File: config.mk
export PLATFORM = sky130hd
export DESIGN_NAME = spi_reg_bridge_flat
export DESIGN_NICKNAME = d
export VERILOG_FILES = /design/src/rtl/spi_bridge_pkg.sv /design/src/rtl/spi_reg_bridge_if.sv /design/src/rtl/sync_2ff.sv /design/src/rtl/spi_reg_bridge.sv /design/src/flat_wrapper.sv
export SDC_FILE = /design/constraint.sdc
export NUM_CORES = 1
export LEC_CHECK = 0
export BUFFER_PORTS_ARGS = -buffer_cell sky130_fd_sc_hd__buf_4
export CAP_MARGIN = 20
export CORE_AREA = 2 2 70 72
export CTS_CLUSTER_SIZE = 10
export DETAILED_ROUTE_END_ITERATION = 8
export DIE_AREA = 0 0 72 74
export PLACE_DENSITY = 0.73
export RECOVER_POWER = 100
export SLEW_MARGIN = 20
export SYNTH_ARGS = -nofsm -noshare
export SYNTH_HDL_FRONTEND = slang
export SYNTH_SLANG_ARGS = --single-unit
File: constraint.sdc
create_clock -name clk -period 1.7 [get_ports clk]
set_input_delay 0 -clock clk [delete_from_list [all_inputs] [get_ports clk]]
set_output_delay 0 -clock clk [all_outputs]
set_load 0.02 [all_outputs]
File: src/rtl/spi_bridge_pkg.sv
// Shared constants for the SPI command/data to register-bank bridge:
// FSM encoding, command-word fields and status-word layout.
package spi_bridge_pkg;

    localparam int unsigned DATA_WIDTH_DEF = 16;
    localparam int unsigned ADDR_W_DEF     = 7;

    localparam int unsigned STATE_W = 2;
    localparam logic [1:0] ST_IDLE    = 2'd0;
    localparam logic [1:0] ST_WR_DATA = 2'd1;
    localparam logic [1:0] ST_RD_TURN = 2'd2;
    localparam logic [1:0] ST_RD_DATA = 2'd3;

    localparam int unsigned ST_OVR_BIT   = 0;
    localparam int unsigned ST_SHORT_BIT = 1;
    localparam int unsigned ST_ID_LSB    = 8;
    localparam int unsigned ST_ID_W      = 8;
    localparam logic [ST_ID_W-1:0] STATUS_ID_DEF = 8'hA5;

    // Read-not-write flag sits in the command word MSB.
    function automatic int unsigned rnw_bit(input int unsigned data_width);
        return data_width - 1;
    endfunction

endpackage

File: src/rtl/spi_reg_bridge_if.sv
// Bundle of SPI-slave word stream and register-bank bus seen by the bridge.
interface spi_reg_bridge_if #(
    parameter int unsigned DATA_WIDTH = 16,
    parameter int unsigned ADDR_W     = 7
);
    logic                  ss;
    logic [DATA_WIDTH-1:0] rx_word;
    logic                  rx_done;
    logic [DATA_WIDTH-1:0] tx_word;
    logic [ADDR_W-1:0]     reg_addr;
    logic [DATA_WIDTH-1:0] reg_wdata;
    logic                  reg_we;
    logic                  reg_re;
    logic [DATA_WIDTH-1:0] reg_rdata;

    modport master (
        input  ss, rx_word, rx_done, reg_rdata,
        output tx_word, reg_addr, reg_wdata, reg_we, reg_re
    );

    modport slave (
        output ss, rx_word, rx_done, reg_rdata,
        input  tx_word, reg_addr, reg_wdata, reg_we, reg_re
    );
endinterface

File: src/rtl/sync_2ff.sv
// Two-flop synchronizer for a single asynchronous level.
module sync_2ff #(
    parameter logic RST_VAL = 1'b1
) (
    input  logic clk,
    input  logic rst,
    input  logic d,
    output logic q
);
    logic meta;

    always_ff @(posedge clk) begin
        if (rst) begin
            meta <= RST_VAL;
            q    <= RST_VAL;
        end else begin
            meta <= d;
            q    <= meta;
        end
    end
endmodule

File: src/rtl/spi_reg_bridge.sv
// Decodes SPI command/data frames into register-bank read/write strobes.
// Define SPI_BRIDGE_AUTOINC_EN for burst transfers with auto-incrementing address.
module spi_reg_bridge
    import spi_bridge_pkg::*;
#(
    parameter int unsigned         DATA_WIDTH = DATA_WIDTH_DEF,
    parameter int unsigned         ADDR_W     = ADDR_W_DEF,
    parameter logic [ST_ID_W-1:0]  STATUS_ID  = STATUS_ID_DEF
) (
    input  logic               clk,
    input  logic               rst,
    spi_reg_bridge_if.master   bus
);
    localparam int unsigned RNW = rnw_bit(DATA_WIDTH);

    function automatic logic [DATA_WIDTH-1:0] status_word(input logic e_short, input logic e_ovr);
        status_word = '0;
        status_word[ST_ID_LSB +: ST_ID_W] = STATUS_ID;
        status_word[ST_SHORT_BIT]         = e_short;
        status_word[ST_OVR_BIT]           = e_ovr;
    endfunction

    logic                  ss_s, ss_q, rx_ok;
    logic [STATE_W-1:0]    state, state_nxt;
    logic [ADDR_W-1:0]     addr_nxt;
    logic [DATA_WIDTH-1:0] wdata_nxt, tx_nxt;
    logic                  we_nxt, re_nxt, re_d, load_rd;
    logic                  got_word, got_nxt;
    logic                  err_short, err_ovr, short_nxt, ovr_nxt;

    sync_2ff #(.RST_VAL(1'b1)) u_ss_sync (
        .clk (clk),
        .rst (rst),
        .d   (bus.ss),
        .q   (ss_s)
    );

    // Words only count if the slave was selected in the cycle before they completed.
    assign rx_ok = bus.rx_done & ~ss_q;

    always_ff @(posedge clk) begin
        if (rst) begin
            state         <= ST_IDLE;
            ss_q          <= 1'b1;
            re_d          <= 1'b0;
            got_word      <= 1'b0;
            err_short     <= 1'b0;
            err_ovr       <= 1'b0;
            bus.tx_word   <= status_word(1'b0, 1'b0);
            bus.reg_addr  <= '0;
            bus.reg_wdata <= '0;
            bus.reg_we    <= 1'b0;
            bus.reg_re    <= 1'b0;
        end else begin
            state         <= state_nxt;
            ss_q          <= ss_s;
            re_d          <= bus.reg_re;
            got_word      <= got_nxt;
            err_short     <= short_nxt;
            err_ovr       <= ovr_nxt;
            bus.tx_word   <= tx_nxt;
            bus.reg_addr  <= addr_nxt;
            bus.reg_wdata <= wdata_nxt;
            bus.reg_we    <= we_nxt;
            bus.reg_re    <= re_nxt;
        end
    end

    always_comb begin
        state_nxt = state;
        addr_nxt  = bus.reg_addr;
        wdata_nxt = bus.reg_wdata;
        we_nxt    = 1'b0;
        re_nxt    = 1'b0;
        got_nxt   = got_word;
        short_nxt = err_short;
        ovr_nxt   = err_ovr;
        load_rd   = 1'b0;

        case (state)
            ST_IDLE: begin
                if (rx_ok && !ss_s) begin
                    addr_nxt  = ADDR_W'(bus.rx_word);
                    got_nxt   = 1'b0;
                    short_nxt = 1'b0;
                    ovr_nxt   = 1'b0;
                    state_nxt = bus.rx_word[RNW] ? ST_RD_TURN : ST_WR_DATA;
                end
            end
            ST_WR_DATA: begin
                if (rx_ok) begin
                    if (!got_word) begin
                        we_nxt    = 1'b1;
                        wdata_nxt = bus.rx_word;
                        got_nxt   = 1'b1;
                    end else begin
`ifdef SPI_BRIDGE_AUTOINC_EN
                        we_nxt    = 1'b1;
                        wdata_nxt = bus.rx_word;
                        addr_nxt  = bus.reg_addr + ADDR_W'(1);
`else
                        ovr_nxt   = 1'b1;
`endif
                    end
                end
            end
            ST_RD_TURN: begin
                // Dummy word done -> read strobe; read data lands two cycles later.
                if (re_d) begin
                    load_rd   = 1'b1;
                    got_nxt   = 1'b0;
                    state_nxt = ST_RD_DATA;
                end else if (rx_ok && !got_word) begin
                    re_nxt  = 1'b1;
                    got_nxt = 1'b1;
                end
            end
            ST_RD_DATA: begin
                load_rd = re_d;
                if (rx_ok) begin
`ifdef SPI_BRIDGE_AUTOINC_EN
                    addr_nxt = bus.reg_addr + ADDR_W'(1);
                    re_nxt   = 1'b1;
`else
                    if (got_word) ovr_nxt = 1'b1;
                    else          got_nxt = 1'b1;
`endif
                end
            end
            default: state_nxt = ST_IDLE;
        endcase

        // Deselect ends the frame after any coincident word has been handled.
        if (ss_s) begin
            if ((state == ST_WR_DATA || state == ST_RD_TURN) && !got_nxt) short_nxt = 1'b1;
            state_nxt = ST_IDLE;
        end

        if (ss_s)                     tx_nxt = status_word(short_nxt, ovr_nxt);
        else if (load_rd)             tx_nxt = bus.reg_rdata;
        else if (state == ST_RD_DATA) tx_nxt = bus.tx_word;
        else                          tx_nxt = status_word(short_nxt, ovr_nxt);
    end
endmodule

File: src/flat_wrapper.sv
// flat-port wrapper written by rule: the top's interface ports become plain ports
module spi_reg_bridge_flat import spi_bridge_pkg::*;
#(
    parameter int unsigned         DATA_WIDTH = DATA_WIDTH_DEF,
    parameter int unsigned         ADDR_W     = ADDR_W_DEF,
    parameter logic [ST_ID_W-1:0]  STATUS_ID  = STATUS_ID_DEF
)
  (clk, rst, bus_ss, bus_rx_word, bus_rx_done, bus_reg_rdata, bus_tx_word, bus_reg_addr, bus_reg_wdata, bus_reg_we, bus_reg_re);
  spi_reg_bridge_if #(.DATA_WIDTH(DATA_WIDTH), .ADDR_W(ADDR_W)) bus_i ();
  input  logic clk;
  input  logic rst;
  input wire logic [$bits(bus_i.ss)-1:0] bus_ss;
  input wire logic [$bits(bus_i.rx_word)-1:0] bus_rx_word;
  input wire logic [$bits(bus_i.rx_done)-1:0] bus_rx_done;
  input wire logic [$bits(bus_i.reg_rdata)-1:0] bus_reg_rdata;
  output wire logic [$bits(bus_i.tx_word)-1:0] bus_tx_word;
  output wire logic [$bits(bus_i.reg_addr)-1:0] bus_reg_addr;
  output wire logic [$bits(bus_i.reg_wdata)-1:0] bus_reg_wdata;
  output wire logic [$bits(bus_i.reg_we)-1:0] bus_reg_we;
  output wire logic [$bits(bus_i.reg_re)-1:0] bus_reg_re;
  assign bus_i.ss = bus_ss;
  assign bus_i.rx_word = bus_rx_word;
  assign bus_i.rx_done = bus_rx_done;
  assign bus_i.reg_rdata = bus_reg_rdata;
  assign bus_tx_word = bus_i.tx_word;
  assign bus_reg_addr = bus_i.reg_addr;
  assign bus_reg_wdata = bus_i.reg_wdata;
  assign bus_reg_we = bus_i.reg_we;
  assign bus_reg_re = bus_i.reg_re;
  spi_reg_bridge #(.DATA_WIDTH(DATA_WIDTH), .ADDR_W(ADDR_W), .STATUS_ID(STATUS_ID)) u_core (.clk(clk), .rst(rst), .bus(bus_i));
endmodule
Yosys cells after proc, flatten, opt, wreduce, memory -nomap -nowiden
Index checks and enable logic that the tools add are counted.
{ "classes": {"n_eq_ne": 7, "n_mux": 24, "bitwise": 6, "n_reduce_logical": 16} }
{ "ops": {"columns": ["cell", "n"], "rows": [
  ["$mux 16", 2],
  ["$mux 1", 14],
  ["$mux 2", 4],
  ["$ne 2x1->1 const B", 3],
  ["$reduce_and 3->1", 2],
  ["$reduce_or 3->1", 2],
  ["$not 1->1", 5],
  ["$eq 2x2->1 const B", 2],
  ["$pmux 1 s2", 2],
  ["$pmux 2 s2", 1],
  ["$reduce_or 2->1", 2],
  ["$logic_and 1x1->1", 3],
  ["$logic_not 1->1", 3],
  ["$ne 3x2->1 const B", 1],
  ["$pmux 1 s3", 1],
  ["$eq 2x1->1 const B", 1],
  ["$logic_not 2->1", 1],
  ["$reduce_and 2->1", 1],
  ["$reduce_bool 2->1", 1],
  ["$and 1x1->1", 1],
  ["$logic_or 1x1->1", 1]
]} }
{ "totals": {"register_bits": 50, "inputBits": 36, "out_inout_bits": 41, "wordCells": 67} }

Logic depth before layout (Yosys ltp)
{ "depth": {"word_depth": 13, "depth_mapped": 7, "ltp_nobuf": 6} }

Hierarchy
From an unflattened synthesis, not the netlist that was laid out.
{ "hier_totals": {"cells_unflattened": 203, "area_unflattened_um2": 1894.3} }
{ "modules_own_cells": {"columns": ["module", "n_inst", "cells_each", "area_each_um2", "seq_area_each_um2"], "rows": [
  ["spi_reg_bridge", 1, 199, 1841.8, 960.9],
  ["sync_2ff", 1, 4, 52.6, 40.0]
]} }

Worst setup path after synthesis
OpenSTA, ideal clock, no wires.
{ "synth_timing": {"kind": "reg-to-reg", "from": "register u_core.state[0]", "to": "register u_core.bus.tx_word[0]", "setup_ns": 0.112, "t_arrival_ns": 1.487, "t_required_ns": 1.588, "slack_ns": 0.101, "path_stages_with_launch": 7, "path_buffers": 0, "period_less_slack_ns": 1.599, "path_cell_list": "dfxtp_1 inv_1 ha_1 nor4bb_1 a32o_2 nor2_1 a2111oi_1"} }
{ "synth_via": {"elab_chain_len": 6, "word_cells_on_any_way": 11, "cone_classes": "eq/ne: 4; mux: 5; reduce/logical: 2"} }
{ "synth_lines": {"columns": ["element", "line_no", "text"], "rows": [
  ["start: declaration", "spi_reg_bridge.sv:24", "logic [STATE_W-1:0] state, state_nxt;"],
  ["start signal: assignment", "spi_reg_bridge.sv:55", "state <= state_nxt;"],
  ["$eq 2x2->1 / $eq 2x1->1 (equally long branches)", "spi_reg_bridge.sv:80, spi_reg_bridge.sv:141", null],
  ["$reduce_or 2->1 (no source line)", null, null],
  ["$pmux 1 s2", "spi_reg_bridge.sv:80", "case (state)"],
  ["$mux 16", "spi_reg_bridge.sv:141", "else if (state == ST_RD_DATA) tx_nxt = bus.tx_word;"],
  ["$mux 16", "spi_reg_bridge.sv:140", "else if (load_rd) tx_nxt = bus.reg_rdata;"],
  ["$mux 2", "spi_reg_bridge.sv:139", "if (ss_s) tx_nxt = status_word(short_nxt, ovr_nxt);"],
  ["end signal: assignment", "spi_reg_bridge.sv:49", "bus.tx_word <= status_word(1'b0, 1'b0);"],
  ["end signal: assignment", "spi_reg_bridge.sv:61", "bus.tx_word <= tx_nxt;"],
  ["end: declaration", "spi_reg_bridge_if.sv:18", "output tx_word, reg_addr, reg_wdata, reg_we, reg_re"]
]} }
Parallel ways exist; a longest one is shown, timed or not. The select of a mux whose other input is x is not followed.
A chain may end at the register's enable or synchronous reset.

Final worst setup path
{ "layout_timing": {"from": "register u_core.state[1]", "to": "register u_core.bus.tx_word[0]"} }
The elaborated chain is that of the path after synthesis.

==> results.tsv <==
stage	metric	value	unit
status	outcome	complete, no violations	
power_and_ir_drop	Psw	429	uW
yosys	synthesized area	1880	sq um
sta	Tmin final	1.61	ns
clock_network	Post-CTS Setup Inserts	0	
cells_and_area	Nets	358	
grt	largest net degree at the start of global routing	35	
power_and_ir_drop	switch share	0.184	
sta	Slew Limit Fails	0	
floorplanning	standard-cell row count	25	
grt	antenna violations before repair	0	
floorplanning	Core Box Area	4600	sq um
grt	number of global-route vias before repair	1765	
clock_network	total CTS buffers	5	
yosys	FFs w/ async S/R, synth	0	
critical_path	Worst setup SP type	flop	
cells_and_area	Reg area	1010	sq um
place	HPWL Detailed	3.11	mm
critical_path	Worst Setup End Kind	flop	
yosys	top post-synthesis cells by area	dfxtp_1 53%, nand2_1 7.6%, nor2_1 5.2%, a21oi_1 4.8%, a22oi_1 4.0%	
worst_hold_path	Hold Crit Class	primary input to flop	
power_and_ir_drop	Design Power	2330	uW
clock_network	Skew-Pair Late Insertion Delay	0.30	ns
cells_and_area	# fillers	416	
yosys	Synth top area share	0.532	
sta	RSZ-0062 raised after global routing	no	
floorplanning	initial core utilization	0.409	
grt	global-route wire length before repair	7.51	mm
run	max-cap violations	0	
sta	Worst slew margin	0.715	
clock_network	H-tree levels	2	
detailed_routing	vias	1854	
yosys	syn_nets	245	
yosys	Post-Synthesis Cells	205	
sta	post-route clock period utilization	0.948	
floorplanning	Top Ports	77	
critical_path	CP Max Fanout	4	
clock_network	root buffer cell	clkbuf_8	
place	IO Port Bufs	76	
place	gpl congestion	0.817	
power_and_ir_drop	PD cells	806	nW/um^2
place	placed standard-cell area	2540	sq um
detailed_routing	routed wire length	4.93	mm
detailed_routing	detailed-router iteration count before antenna repair	4	
cells_and_area	antenna cells	0	
yosys	Synth warnings	0	
floorplanning	die height	74	um
critical_path	Slowest Stage Delay on Critical Path	0.38	ns
grt	Total GRT Usage	0.181	
power_and_ir_drop	sequential cell fraction of total power	0.503	
critical_path	Cell Chain, Critical Path	inv_1 -> ha_2 -> or2_4 -> o21a_4 -> o41ai_4 -> a2111oi_2	
yosys	sequential element share of the synthesized area	0.532	
power_and_ir_drop	clock share of power	0.431	
sta	Worst Skew	0.00496	ns
place	Place WS	-0.00545	ns
power_and_ir_drop	Worst VDD drop	0.661	mV
critical_path	WS Path Type	flop to flop	
clock_network	CTS tree	done	
floorplanning	full die area	5330	sq um
power_and_ir_drop	cell-internal power	1900	uW
yosys	post-synth top area cell	dfxtp_1	
sta	Setup TNS Final	0	ns
detailed_routing	Detail Route Antenna Nets	0	
floorplanning	DIE WIDTH	72	um
cells_and_area	layout cell share with drive strength beyond 1	0.210	
detailed_routing	DRC	0	
yosys	ys flop type	dfxtp_1	
clock_network	Clock Sinks	50	
clock_network	CTS clk-pin slew, worst paths	0.09	ns
critical_path	Req. time, crit path	1.88	ns
yosys	number of synthesized flops with an enable pin	0	
critical_path	crit path max-delay cell type	dfxtp_4	
sta	Final Hold Fails	0	
cells_and_area	Layout Cell Area excl Fill	2900	sq um
detailed_routing	initial DRC count	92	
grt	total gr overflow	0	
sta	Setup WS post-layout	0.0878	ns
sta	top achievable clock speed	620	MHz
yosys	Netlist cell types	37	
cells_and_area	commonest non-fill, non-tap cell in the layout	dfxtp_1	
detailed_routing	vias per cell	4.97	
power_and_ir_drop	P_leak	0.00112	uW
power_and_ir_drop	Comb pwr share	0.065	
critical_path	crit path DAT	1.79	ns
yosys	syn_area_per_cell	9.18	sq um
sta	Final Setup Violations	0	
cells_and_area	multi-input logic area	867	sq um
clock_network	CTS max path bufs	2	
sta	Slew @ Worst Pin	0.427	ns
yosys	register bit total from synthesis	50	
cells_and_area	Area Growth Syn to Fin	53.9	%
cells_and_area	commonest cells after routing, fill and taps aside	48 x dfxtp_1, 42 x buf_4, 42 x clkbuf_1	
detailed_routing	routed length per instance	13.2	um
-- path summary, 6_finish.rpt --
path                         startpoint                endpoint  slack (ns)  cells past startpoint
setup / recovery        u_core.state[1]   u_core.bus.tx_word[0]        0.09                      6
hold / removal                      rst  u_core.bus.reg_addr[6]         0.1                      2
setup reg to reg        u_core.state[1]   u_core.bus.tx_word[0]        0.09                      6
hold reg to reg   u_core.u_ss_sync.meta      u_core.u_ss_sync.q        0.41                      1
-- final cells by class --
type,instances,area share
clock buffers,6,0.0285
repair buffers,118,0.277
multi-input cells,140,0.299
inverters,3,0.00389
well taps,54,0.0233
flip-flops and latches,50,0.347
clock inverters,2,0.0207
-- synthesized netlist by cell type (2+ instances only) --
cell type	n
inv_1	2
nor2b_1	3
nor3_1	5
mux2i_1	7
o22ai_1	4
nor2_1	26
or2_1	2
dfxtp_1	50
buf_2	2
nor3b_1	2
nand2_1	38
a211oi_2	2
clkbuf_1	8
a21oi_1	18
o21a_1	2
ha_1	4
a22oi_1	10
-- kinds of logic (layout without fill, tap and decap cells) --
logic type	after synthesis	in the layout	share of synthesized area
AOI/OAI and AO/OA	45	45	0.166
adders and majority gates	4	4	0.0266
buffers and inverters	15	129	0.0372
DFF	50	50	0.532
muxes	7	7	0.0372
and+or+nand+nor	84	84	0.201
-- timing repair --
| item | in CTS | in global routing |
|---|---|---|
| hold buffers | 31 | 0 |
| setup endpoints to repair | 1 | 1 |
| gates resized for setup | 4 | 9 |
| endpoints found under the hold margin | 40 | 0 |
| pin swaps | 3 | 4 |
-- worst max-delay path, delay by kind of cell, from the launching register on --
family                   cells  cell delay [ns]
adder cells (fa/ha/maj)      1             0.18
flip-flops                   1             0.38
buffers and inverters        1             0.07
AND/OR/NAND/NOR              1             0.27
AO/OA/AOI/OAI                3             0.60
-- metrics by stage --
step | utilization | cells | hold WS, ns
6_report | 0.630 | 373 | 0.0951
5_1_grt | 0.630 | 373 | 0.0903
4_1_cts | 0.653 | 373 | 0.0763
3_5_place_dp | 0.553 | 334 | 0.193
3_3_place_gp | 0.553 | 334 | 0.186
2_1_floorplan | - | 205 | 0.0864
-- power by group through the flow --
stage / Sequential, uW / Combinational [uW] / Clock, uW
3_3_place_gp: 1200 / 92.6 / 0
4_1_cts: 1180 / 149 / 1030
5_1_grt: 1170 / 162 / 1070
3_5_place_dp: 1200 / 93.0 / 0
2_1_floorplan: 1200 / 23.9 / 0
6_report: 1170 / 153 / 1010
-- flip-flops by register name, indices dropped and copies added (netlist names) --
| register | cells |
|---|---|
| u_core.bus.reg_addr | 7 |
| u_core.bus.reg_re | 1 |
| u_core.bus.reg_wdata | 16 |
| u_core.bus.reg_we | 1 |
| u_core.bus.tx_word | 16 |
| u_core.err_ovr | 1 |
| u_core.err_short | 1 |
| u_core.got_word | 1 |
| u_core.re_d | 1 |
| u_core.ss_q | 1 |
| u_core.state | 2 |
| u_core.u_ss_sync.meta | 1 |
| u_core.u_ss_sync.q | 1 |
-- per-layer routing --
| layer | share of wire | vias up | routed length [um] | GRT usage |
|---|---|---|---|---|
| met5 | 0 | - | 0 | 0 |
| met4 | 0.015 | 0 | 76 | 0.0818 |
| met3 | 0.044 | 8 | 215 | 0.0379 |
| met2 | 0.53 | 49 | 2600 | 0.335 |
| met1 | 0.41 | 874 | 2040 | 0.200 |
| li1 | - | 923 | - | - |
Power figures use the tool's default switching activity.
